## config.mk

```make
export PLATFORM = sky130hd
export DESIGN_NAME = game_countdown_timer_flat
export DESIGN_NICKNAME = d
export VERILOG_FILES = /design/src/rtl/game_countdown_timer_if.sv /design/src/rtl/game_countdown_timer.sv /design/src/flat_wrapper.sv
export SDC_FILE = /design/constraint.sdc
export NUM_CORES = 1
export LEC_CHECK = 0
export ABC_CLOCK_PERIOD_IN_PS = 4900
export CORE_MARGIN = 3
export CORE_UTILIZATION = 59
export CTS_BUF_LIST = sky130_fd_sc_hd__clkbuf_8
export CTS_CLUSTER_DIAMETER = 40
export DETAILED_ROUTE_END_ITERATION = 10
export GPL_TIMING_DRIVEN = 0
export PLACE_DENSITY = 0.95
export SLEW_MARGIN = 0
export SYNTH_ARGS = -nofsm -noshare
export SYNTH_HDL_FRONTEND = slang
export SYNTH_SLANG_ARGS = --single-unit
```

## constraint.sdc

```tcl
create_clock -name clock -period 4.9 [get_ports clock]
set_input_delay 0.98 -clock clock [delete_from_list [all_inputs] [get_ports clock]]
set_output_delay 0.98 -clock clock [all_outputs]
set_load 0.005 [all_outputs]
```

## src/rtl/game_countdown_timer_if.sv

```systemverilog
// ---------------------------------------------------------------------------
// game_countdown_timer_if
// Groups the round-timer control inputs and display/status outputs.
//   master : drives tick/start/pause/finish, observes the timer outputs
//   slave  : the timer itself
// Signals:
//   tick      1-cycle pulse per second from the 1 Hz divider
//   start     level, starts/restarts a round
//   pause     level, holds the count while high
//   finish    level, player reached the exit
//   rem_tens  BCD tens of seconds remaining
//   rem_ones  BCD ones of seconds remaining
//   elapsed   binary seconds elapsed this round
//   hex1/hex0 active-low {g,f,e,d,c,b,a} patterns for rem_tens/rem_ones
//   running, warning, time_up, expired, finished  status flags
// ---------------------------------------------------------------------------
`timescale 1ns/1ps
interface game_countdown_timer_if;
  logic       tick;
  logic       start;
  logic       pause;
  logic       finish;
  logic [3:0] rem_tens;
  logic [3:0] rem_ones;
  logic [6:0] elapsed;
  logic [6:0] hex1;
  logic [6:0] hex0;
  logic       running;
  logic       warning;
  logic       time_up;
  logic       expired;
  logic       finished;

  modport master (
    output tick, start, pause, finish,
    input  rem_tens, rem_ones, elapsed, hex1, hex0,
    input  running, warning, time_up, expired, finished
  );

  modport slave (
    input  tick, start, pause, finish,
    output rem_tens, rem_ones, elapsed, hex1, hex0,
    output running, warning, time_up, expired, finished
  );
endinterface

```

## src/rtl/game_countdown_timer.sv

```systemverilog
// ---------------------------------------------------------------------------
// game_countdown_timer
// Maze-game round timer. Each tick decrements a BCD seconds-remaining count
// and increments a binary elapsed count; a control FSM handles start, pause,
// finish and expiry. Two active-low seven-segment patterns drive the HEX
// displays.
// Parameters:
//   TIME_LIMIT      round length in seconds, 1..99
//   WARN_THRESHOLD  warning asserts in RUN when remaining <= this value
// Ports:
//   clock   system clock
//   resetn  synchronous, active-low reset
//   tmr     slave side of game_countdown_timer_if (controls in, status out)
// ---------------------------------------------------------------------------
`timescale 1ns/1ps
module game_countdown_timer #(
  parameter int TIME_LIMIT     = 99,
  parameter int WARN_THRESHOLD = 10
) (
  input  logic                   clock,
  input  logic                   resetn,
  game_countdown_timer_if.slave  tmr
);

  typedef enum logic [2:0] {
    IDLE     = 3'd0,
    RUN      = 3'd1,
    PAUSE    = 3'd2,
    EXPIRED  = 3'd3,
    FINISHED = 3'd4
  } state_t;

  localparam logic [3:0] LIMIT_TENS = 4'(TIME_LIMIT / 10);
  localparam logic [3:0] LIMIT_ONES = 4'(TIME_LIMIT % 10);
  localparam logic [6:0] WARN_LEVEL = 7'(WARN_THRESHOLD);
  localparam logic [6:0] ELAPSED_MAX = 7'd99;

  state_t     state;
  logic [3:0] rem_tens_q;
  logic [3:0] rem_ones_q;
  logic [6:0] elapsed_q;
  logic       time_up_q;

  // Remaining time as a plain binary value, used only for the warning compare.
  logic [6:0] rem_bin;
  logic       last_second;
  logic       rem_zero;

  assign rem_bin     = {3'b000, rem_tens_q} * 7'd10 + {3'b000, rem_ones_q};
  assign last_second = (rem_tens_q == 4'd0) && (rem_ones_q == 4'd1);
  assign rem_zero    = (rem_tens_q == 4'd0) && (rem_ones_q == 4'd0);

  // Active-low {g,f,e,d,c,b,a}; codes 10..15 blank the digit.
  function automatic logic [6:0] seg7(input logic [3:0] digit);
    logic [6:0] seg;
    // NOTE: every path assigns seg (default first), so no latch is inferred.
    seg = 7'b1111111;
    case (digit)
      4'd0: seg = 7'b1000000;
      4'd1: seg = 7'b1111001;
      4'd2: seg = 7'b0100100;
      4'd3: seg = 7'b0110000;
      4'd4: seg = 7'b0011001;
      4'd5: seg = 7'b0010010;
      4'd6: seg = 7'b0000010;
      4'd7: seg = 7'b1111000;
      4'd8: seg = 7'b0000000;
      4'd9: seg = 7'b0010000;
      default: seg = 7'b1111111;
    endcase
    return seg;
  endfunction

  always_ff @(posedge clock) begin
    // NOTE: non-blocking assignments so every register samples pre-edge values.
    if (!resetn) begin
      state      <= IDLE;
      rem_tens_q <= LIMIT_TENS;
      rem_ones_q <= LIMIT_ONES;
      elapsed_q  <= 7'd0;
      time_up_q  <= 1'b0;
    end else begin
      time_up_q <= 1'b0;
      case (state)
        IDLE: begin
          // A tick arriving with start is deliberately dropped.
          if (tmr.start) begin
            rem_tens_q <= LIMIT_TENS;
            rem_ones_q <= LIMIT_ONES;
            elapsed_q  <= 7'd0;
            state      <= RUN;
          end
        end

        RUN: begin
          if (tmr.finish) begin
            state <= FINISHED;
          end else if (tmr.pause) begin
            state <= PAUSE;
          end else if (tmr.tick && !rem_zero) begin
            // BCD decrement with borrow from the tens digit.
            if (rem_ones_q != 4'd0) begin
              rem_ones_q <= rem_ones_q - 4'd1;
            end else begin
              rem_ones_q <= 4'd9;
              rem_tens_q <= rem_tens_q - 4'd1;
            end
            if (elapsed_q != ELAPSED_MAX) begin
              elapsed_q <= elapsed_q + 7'd1;
            end
            if (last_second) begin
              state     <= EXPIRED;
              time_up_q <= 1'b1;
            end
          end
        end

        PAUSE: begin
          if (tmr.finish) begin
            state <= FINISHED;
          end else if (!tmr.pause) begin
            state <= RUN;
          end
        end

        EXPIRED, FINISHED: begin
          // Counters freeze; a held start restarts immediately.
          if (tmr.start) begin
            rem_tens_q <= LIMIT_TENS;
            rem_ones_q <= LIMIT_ONES;
            elapsed_q  <= 7'd0;
            state      <= RUN;
          end
        end

        default: state <= IDLE;
      endcase
    end
  end

  assign tmr.rem_tens = rem_tens_q;
  assign tmr.rem_ones = rem_ones_q;
  assign tmr.elapsed  = elapsed_q;
  assign tmr.hex1     = seg7(rem_tens_q);
  assign tmr.hex0     = seg7(rem_ones_q);
  assign tmr.running  = (state == RUN);
  assign tmr.expired  = (state == EXPIRED);
  assign tmr.finished = (state == FINISHED);
  assign tmr.warning  = (state == RUN) && (rem_bin <= WARN_LEVEL);
  assign tmr.time_up  = time_up_q;

endmodule

```

## src/flat_wrapper.sv

```systemverilog
// flat-port wrapper written by rule: the top's interface ports become plain ports
module game_countdown_timer_flat 
#(
  parameter int TIME_LIMIT     = 99,
  parameter int WARN_THRESHOLD = 10
)
  (clock, resetn, tmr_tick, tmr_start, tmr_pause, tmr_finish, tmr_rem_tens, tmr_rem_ones, tmr_elapsed, tmr_hex1, tmr_hex0, tmr_running, tmr_warning, tmr_time_up, tmr_expired, tmr_finished);
  game_countdown_timer_if tmr_i ();
  input  logic clock;
  input  logic resetn;
  input wire logic [$bits(tmr_i.tick)-1:0] tmr_tick;
  input wire logic [$bits(tmr_i.start)-1:0] tmr_start;
  input wire logic [$bits(tmr_i.pause)-1:0] tmr_pause;
  input wire logic [$bits(tmr_i.finish)-1:0] tmr_finish;
  output wire logic [$bits(tmr_i.rem_tens)-1:0] tmr_rem_tens;
  output wire logic [$bits(tmr_i.rem_ones)-1:0] tmr_rem_ones;
  output wire logic [$bits(tmr_i.elapsed)-1:0] tmr_elapsed;
  output wire logic [$bits(tmr_i.hex1)-1:0] tmr_hex1;
  output wire logic [$bits(tmr_i.hex0)-1:0] tmr_hex0;
  output wire logic [$bits(tmr_i.running)-1:0] tmr_running;
  output wire logic [$bits(tmr_i.warning)-1:0] tmr_warning;
  output wire logic [$bits(tmr_i.time_up)-1:0] tmr_time_up;
  output wire logic [$bits(tmr_i.expired)-1:0] tmr_expired;
  output wire logic [$bits(tmr_i.finished)-1:0] tmr_finished;
  assign tmr_i.tick = tmr_tick;
  assign tmr_i.start = tmr_start;
  assign tmr_i.pause = tmr_pause;
  assign tmr_i.finish = tmr_finish;
  assign tmr_rem_tens = tmr_i.rem_tens;
  assign tmr_rem_ones = tmr_i.rem_ones;
  assign tmr_elapsed = tmr_i.elapsed;
  assign tmr_hex1 = tmr_i.hex1;
  assign tmr_hex0 = tmr_i.hex0;
  assign tmr_running = tmr_i.running;
  assign tmr_warning = tmr_i.warning;
  assign tmr_time_up = tmr_i.time_up;
  assign tmr_expired = tmr_i.expired;
  assign tmr_finished = tmr_i.finished;
  game_countdown_timer #(.TIME_LIMIT(TIME_LIMIT), .WARN_THRESHOLD(WARN_THRESHOLD)) u_core (.clock(clock), .resetn(resetn), .tmr(tmr_i));
endmodule
```

==> results of run 1 <==
==> flip-flops by register name, summed over array words and instances (netlist names) <==
register / flops
u_core.state: 3
u_core.tmr.time_up: 1
u_core.tmr.rem_ones: 4
u_core.tmr.hex1: 7
u_core.tmr.hex0: 7
u_core.tmr.rem_tens: 4
u_core.tmr.elapsed: 7
==> metrics by stage <==
stage / area (um2) / worst slack, ns
finish: 2790 / 1.08
floorplan: 2250 / 1.97
global route: 2790 / 0.897
detailed placement: 2700 / 1.26
global placement: 2700 / 1.31
CTS: 2790 / 1.11
==> cells by family (layout without fill, tap and decap cells) <==
kind of cell / Yosys count / in the layout / synth area share
AO/OA/AOI/OAI: 66 / 66 / 0.235
buffers and inverters: 27 / 73 / 0.0478
multiplexers: 9 / 9 / 0.0522
flip-flops: 33 / 33 / 0.293
AND/OR/NAND/NOR: 90 / 90 / 0.224
adder cells (fa/ha/maj): 19 / 19 / 0.112
XOR/XNOR: 9 / 9 / 0.0350
==> critical path: stages (launching register included) <==
cell and delay, ns:
dfxtp_1 0.49, ha_1 0.29, ha_1 0.19, inv_1 0.07, fa_1 0.46, nor4b_1 0.33, a21oi_1 0.08, nor3_1 0.13
clkdlybuf4s50_1 0.52
==> cell usage after synthesis, types with 2 or more instances <==
cell type | n | area share
nor3_1 | 11 | 0.024
and2_1 | 5 | 0.014
a32o_1 | 2 | 0.0089
nor4b_1 | 5 | 0.019
mux2i_4 | 2 | 0.020
nor3b_1 | 3 | 0.010
o21a_1 | 2 | 0.0067
nand4_1 | 3 | 0.0083
inv_1 | 17 | 0.028
nand2_1 | 12 | 0.020
ha_1 | 17 | 0.094
dfxtp_1 | 33 | 0.29
a32oi_1 | 5 | 0.019
xnor2_1 | 8 | 0.031
a21oi_1 | 9 | 0.020
nor2b_1 | 5 | 0.014
a21o_1 | 2 | 0.0067
clkbuf_1 | 3 | 0.0050
mux2_2 | 2 | 0.010
buf_2 | 3 | 0.0067
o21ai_0 | 11 | 0.024
nand2b_1 | 5 | 0.014
o22ai_1 | 2 | 0.0056
o21ai_2 | 3 | 0.012
fa_1 | 2 | 0.018
a211oi_1 | 3 | 0.010
and3_1 | 2 | 0.0056
o211ai_1 | 8 | 0.027
nor2_1 | 19 | 0.032
inv_2 | 2 | 0.0033
mux2i_1 | 5 | 0.022
nand3_1 | 10 | 0.022
a22oi_1 | 3 | 0.010
==> area by class of cell <==
cell class / count / area (um2) / area share
inverter: 21 / 81.3 / 0.0292
tap: 46 / 57.6 / 0.0207
multi-input combinational: 193 / 1480 / 0.533
clock inverter: 1 / 3.75 / 0.00135
clock buffer: 6 / 82.6 / 0.0296
sequential: 33 / 661 / 0.237
buffer: 6 / 26.3 / 0.00943
timing repair buffer: 39 / 390 / 0.140
==> power groups by stage <==
stage | logic (mW) | registers (mW) | clock network, mW
global route | 0.133 | 0.285 | 0.219
finish | 0.122 | 0.285 | 0.201
detailed placement | 0.119 | 0.290 | 0
CTS | 0.120 | 0.284 | 0.203
floorplan | 0.0803 | 0.289 | 0
global placement | 0.114 | 0.290 | 0
==> final timing paths <==
| check | start | end | slack [ns] | depth (start not counted) |
|---|---|---|---|---|
| min | u_core.tmr.elapsed[6] | u_core.tmr.elapsed[6] | 0.56 | 2 |
| max | u_core.tmr.rem_tens[1] | tmr_warning | 1.08 | 8 |
| max reg2reg | u_core.tmr.rem_tens[1] | u_core.tmr.hex0[3] | 2.07 | 9 |
| min reg2reg | u_core.tmr.elapsed[6] | u_core.tmr.elapsed[6] | 0.56 | 2 |
==> routing by layer <==
layer | vias up | share of wire | global-route usage
met4 | 0 | 0.025 | 0.119
met1 | 1033 | 0.40 | 0.302
met5 | - | 0 | 0
li1 | 1021 | - | -
met2 | 108 | 0.51 | 0.469
met3 | 22 | 0.067 | 0.0649
==> run metrics, run 1 <==
status=completed; P&R area growth vs syn=23.7%; CP Max Fanout=7; Detail Route Antenna Nets=0; WL per Instance=between 15 and 20 um; Clk network pwr share=0.331; initial core utilization=0.644; max_cap viols=0; Synth async-reset ratio=0; Worst setup SP type=flip-flop; critical path type=reg2out; # IOs=40; WL final=5600 um; antenna diode count=0; Yosys reg bits=33; syn nets=around 280; Syn Inst Count=253; Die Span Y=~68 um; sequential share of power=0.468; PortBufs=39; RSZ-0062 raised after global routing=no; Worst-Margin Slew=0.601 ns; final setup TNS=0 ns; most frequent cells in the layout=clkdlybuf4s50_1, dfxtp_1, nor2_1; Rows=21; most common cell after layout, fill and taps aside=clkdlybuf4s50_1; Floorplan Core Area=3490 um2; Sink Count=33; switch share=0.278; die width=67.8 um; syn_area_per_cell=8.90 um2; internal power=0.439 mW; Seq/Total Area, Yosys=0.293; max-slew violations=0; final design utilization=0.797; total grt overflow=0; DP Cell Count=between 300 and 400; drt drc=0; final hold slack=0.557 ns; CTS buffer count=5; 1st-iter DRT viols=~180; Detail Placement HPWL=4040 um; CTS root buffer=clkbuf_8; H-tree depth=2; vias in the first global route=2146; Fmax achieved=0.262 GHz; cell area after synthesis=2250 um2; layout cell share with drive strength beyond 1=0.104; Clock Tree Buf Depth=2; Synth warnings=0; Worst Hold Class=reg2reg; vias per cell=6.33; drt pass-1 iters=5; TritonCTS clock tree=done; Placer Congestion=0.926; number of synthesized flops with an enable pin=0; DR vias=2184; Final Skew=0.00604 ns; Final Hold Viols=0; fin crit share=0.779; Main synth FF type=dfxtp_1; first-pass GRT wire length=9340 um; Die Footprint=4590 um2; largest net degree at the start of global routing=12; antenna violations before repair=0; Pwr Density=~220 nW/um2; setup bufs post-CTS=0; setup violators final=0; Pleak=~1.1 nW; Slew headroom=0.600; worst skew pair latency=0.28 ns; Crit. End Element=output port; nets=324; post-CTS sizing=0; Logic pwr share=0.201; Final Power=0.608 mW; P_sw=0.169 mW; CTS Hold Bufs=0; Worst Path Required=a little under 4 ns; worst vdd ir=0.180 mV; crit path DAT=2.84 ns; Non-Filler Instances=between 300 and 400; gr usage total=0.266; post-layout min period=3.82 ns; Netlist cell types=62; Layout fillers=239; clock-pin slew of the registers on the worst-case setup and hold paths=roughly 0.070 ns
(Power assumes the default switching activity.)
==> run 2, diff against run 1 <==
--- a/config.mk
+++ b/config.mk
@@ -5,14 +5,14 @@
 export SDC_FILE = /design/constraint.sdc
 export NUM_CORES = 1
 export LEC_CHECK = 0
-export ABC_CLOCK_PERIOD_IN_PS = 4900
+export ABC_CLOCK_PERIOD_IN_PS = 3500
 export CORE_MARGIN = 3
-export CORE_UTILIZATION = 59
+export CORE_UTILIZATION = 49
 export CTS_BUF_LIST = sky130_fd_sc_hd__clkbuf_8
 export CTS_CLUSTER_DIAMETER = 40
 export DETAILED_ROUTE_END_ITERATION = 10
 export GPL_TIMING_DRIVEN = 0
-export PLACE_DENSITY = 0.95
+export PLACE_DENSITY = 0.9
 export SLEW_MARGIN = 0
 export SYNTH_ARGS = -nofsm -noshare
 export SYNTH_HDL_FRONTEND = slang
==> constraint.sdc (replaced) <==
create_clock -name clock -period 3.5 [get_ports clock]
set_input_delay 0.7 -clock clock [delete_from_list [all_inputs] [get_ports clock]]
set_output_delay 0.7 -clock clock [all_outputs]
set_load 0.005 [all_outputs]
==> run 2 against run 1 <==
Net effect: die area rose by 19%; global-route usage is 6.9 points lower; routed wire length down 8.1%; cell count is 2.0% higher; count of clock-buffer cells in the layout is 1 lower; non-clock buffer count stayed put; clock skew fell by 0.0032 ns; first-iteration DRC count fell by 38%; utilization shrank 16 points; critical path type is now in2reg.
==> run metrics, run 2 (synthesis gave the netlist of run 1 again) <==
worst reg-to-reg path cell count=10 (was 9); most frequent cells in the layout=clkdlybuf4s50_1, dfxtp_1, nor2_1 (unchanged); setup violators final=0 (unchanged); Detail Placement HPWL=3870 um (was 4040 um); PortBufs=39 (unchanged); Clock Tree Buf Depth=2 (unchanged); Hold Path Cell Cnt=2 (unchanged); CTS root buffer=clkbuf_8 (unchanged); Pwr Density=298 nW/um2 (was 218 nW/um2); max-slew violations=0 (unchanged); slowest CP cell=or4b_4 (was clkdlybuf4s50_1); initial core utilization=0.514 (was 0.644); Fmax achieved=about 0.32 GHz; max_cap viols=0 (unchanged); worst skew pair latency=0.28 ns (about the same); post-layout min period=3.10 ns; Non-Filler Instances=352 (was 345); WL final=5150 um (was 5600 um); Worst Hold Class=reg2reg (unchanged); fin crit share=0.885; Rows=24 (was 21); crit-path cells=clkdlybuf4s50_1 -> or4b_4 -> a21oi_4 -> o21ai_4 -> mux2i_4 -> inv_1 -> ha_1 -> o211ai_1 -> nand3_1 (was ha_1 -> ha_1 -> inv_1 -> fa_1 -> nor4b_1 -> a21oi_1 -> nor3_1 -> clkdlybuf4s50_1); crit path DAT=3.26 ns (was 2.84 ns); Final Skew=0.00289 ns (was 0.00604 ns); 1st-iter DRT viols=111 (was 179); layout cell share with drive strength beyond 1=0.127 (was 0.104); worst path bufs/invs=2 (unchanged); # IOs=40 (unchanged); Worst setup SP type=primary input (was flip-flop); worst vdd ir=0.260 mV (was 0.180 mV); P&R area growth vs syn=24.6% (was 23.7%); final design utilization=0.640 (was 0.797); nets=324 (unchanged); final critical-path setup slack=0.402 ns (was 1.08 ns); DR vias=2054 (was 2184); setup bufs post-CTS=0 (unchanged); H-tree depth=2 (unchanged); antenna violations before repair=0 (unchanged); Slew headroom=0.643 (was 0.600); DP Cell Count=344 (was 338); gr usage total=0.197 (was 0.266); Layout fillers=374 (was 239); Die Span Y=73.8 um (was 67.8 um); final instance area=2810 um2 (was 2790 um2); Worst path depth=9 (was 8); Placer Congestion=0.861 (was 0.926); Sink Count=33 (unchanged); Worst-Margin Slew=0.536 ns (was 0.601 ns); first-pass GRT wire length=8520 um (was 9340 um); TritonCTS clock tree=done (unchanged); CP Max Fanout=8 (was 7); Worst Path Required=3.66 ns (was 3.92 ns); drt drc=0 (unchanged); critical path type=in2reg (was reg2out); Final Power=0.836 mW (was 0.608 mW); most common cell after layout, fill and taps aside=clkdlybuf4s50_1 (unchanged); CTS buffer count=5 (unchanged); Detail Route Antenna Nets=0 (unchanged); total grt overflow=0 (unchanged); clock-pin slew of the registers on the worst-case setup and hold paths=0.06 ns (was 0.07 ns); die width=73.8 um (was 67.8 um); antenna diode count=0 (unchanged); Final Hold Viols=0 (unchanged); status=completed (unchanged); CP top delay family=compound AO/OA/AOI/OAI gates (was adder cells); area post-placement=2710 um2 (was 2700 um2); RSZ-0062 raised after global routing=no (unchanged); final setup TNS=0 ns (unchanged); Crit. End Element=flip-flop (was output port); Pleak=1.11 nW (was 1.09 nW); final hold slack=0.554 ns (was 0.557 ns); CP max stage delay=0.58 ns (was 0.52 ns); vias per cell=5.84 (was 6.33); largest net degree at the start of global routing=12 (unchanged); vias in the first global route=1926 (was 2146); Die Footprint=5450 um2 (was 4590 um2); CTS Hold Bufs=0 (unchanged); drt pass-1 iters=4 (was 5); WL per Instance=14.6 um (was 16.2 um); Setup WS pre-CTS=0.114 ns (was 1.26 ns); Floorplan Core Area=4380 um2 (was 3490 um2)
run 2: final timing paths:
kind / startpoint / endpoint / slack [ns]
max: tmr_finish / u_core.tmr.hex1[3] / 0.40
min: u_core.tmr.elapsed[1] / u_core.tmr.elapsed[1] / 0.55
max reg2reg: u_core.tmr.rem_ones[0] / u_core.tmr.hex1[3] / 0.82
min reg2reg: u_core.tmr.elapsed[1] / u_core.tmr.elapsed[1] / 0.55
run 2: routing by layer:
layer | global-route usage | share of wire | up-vias | routed length, um
li1 | - | - | 1027 | -
met1 | 0.245 | 0.44 | 958 | 2250
met2 | 0.334 | 0.49 | 64 | 2510
met3 | 0.0492 | 0.066 | 5 | 342
met4 | 0.0604 | 0.0082 | 0 | 42
met5 | 0 | 0 | - | 0
run 2: repair_timing:
action                                  4_1_cts  5_1_grt
endpoints found under the setup margin        1        1
cloned                                        0        0
resized for setup                             1        6
pin swaps                                     0        1
run 2: layout make-up:
type	instances	area, um2	area share
Sequential cell	33	666	0.237
Tap cell	52	65.1	0.0232
Clock inverter	3	13.8	0.00490
Buffer	6	26.3	0.00936
Timing Repair Buffer	39	393	0.140
Inverter	21	81.3	0.0290
Clock buffer	5	68.8	0.0245
Multi-Input combinational cell	193	1490	0.532
run 2: power by group:
part	internal [mW]	switching, mW
Combinational	0.0753	0.0923
Clock	0.135	0.135
Sequential	0.387	0.0115
run 2: worst register-to-register path: stages, from the launching register on:
cell      delay [ns]
dfxtp_1         0.40
inv_1           0.12
ha_1            0.20
or4bb_1         0.47
o21ai_2         0.21
o21ai_4         0.15
mux2i_4         0.29
inv_1           0.11
ha_1            0.30
o211ai_1        0.21
nand3_1         0.10
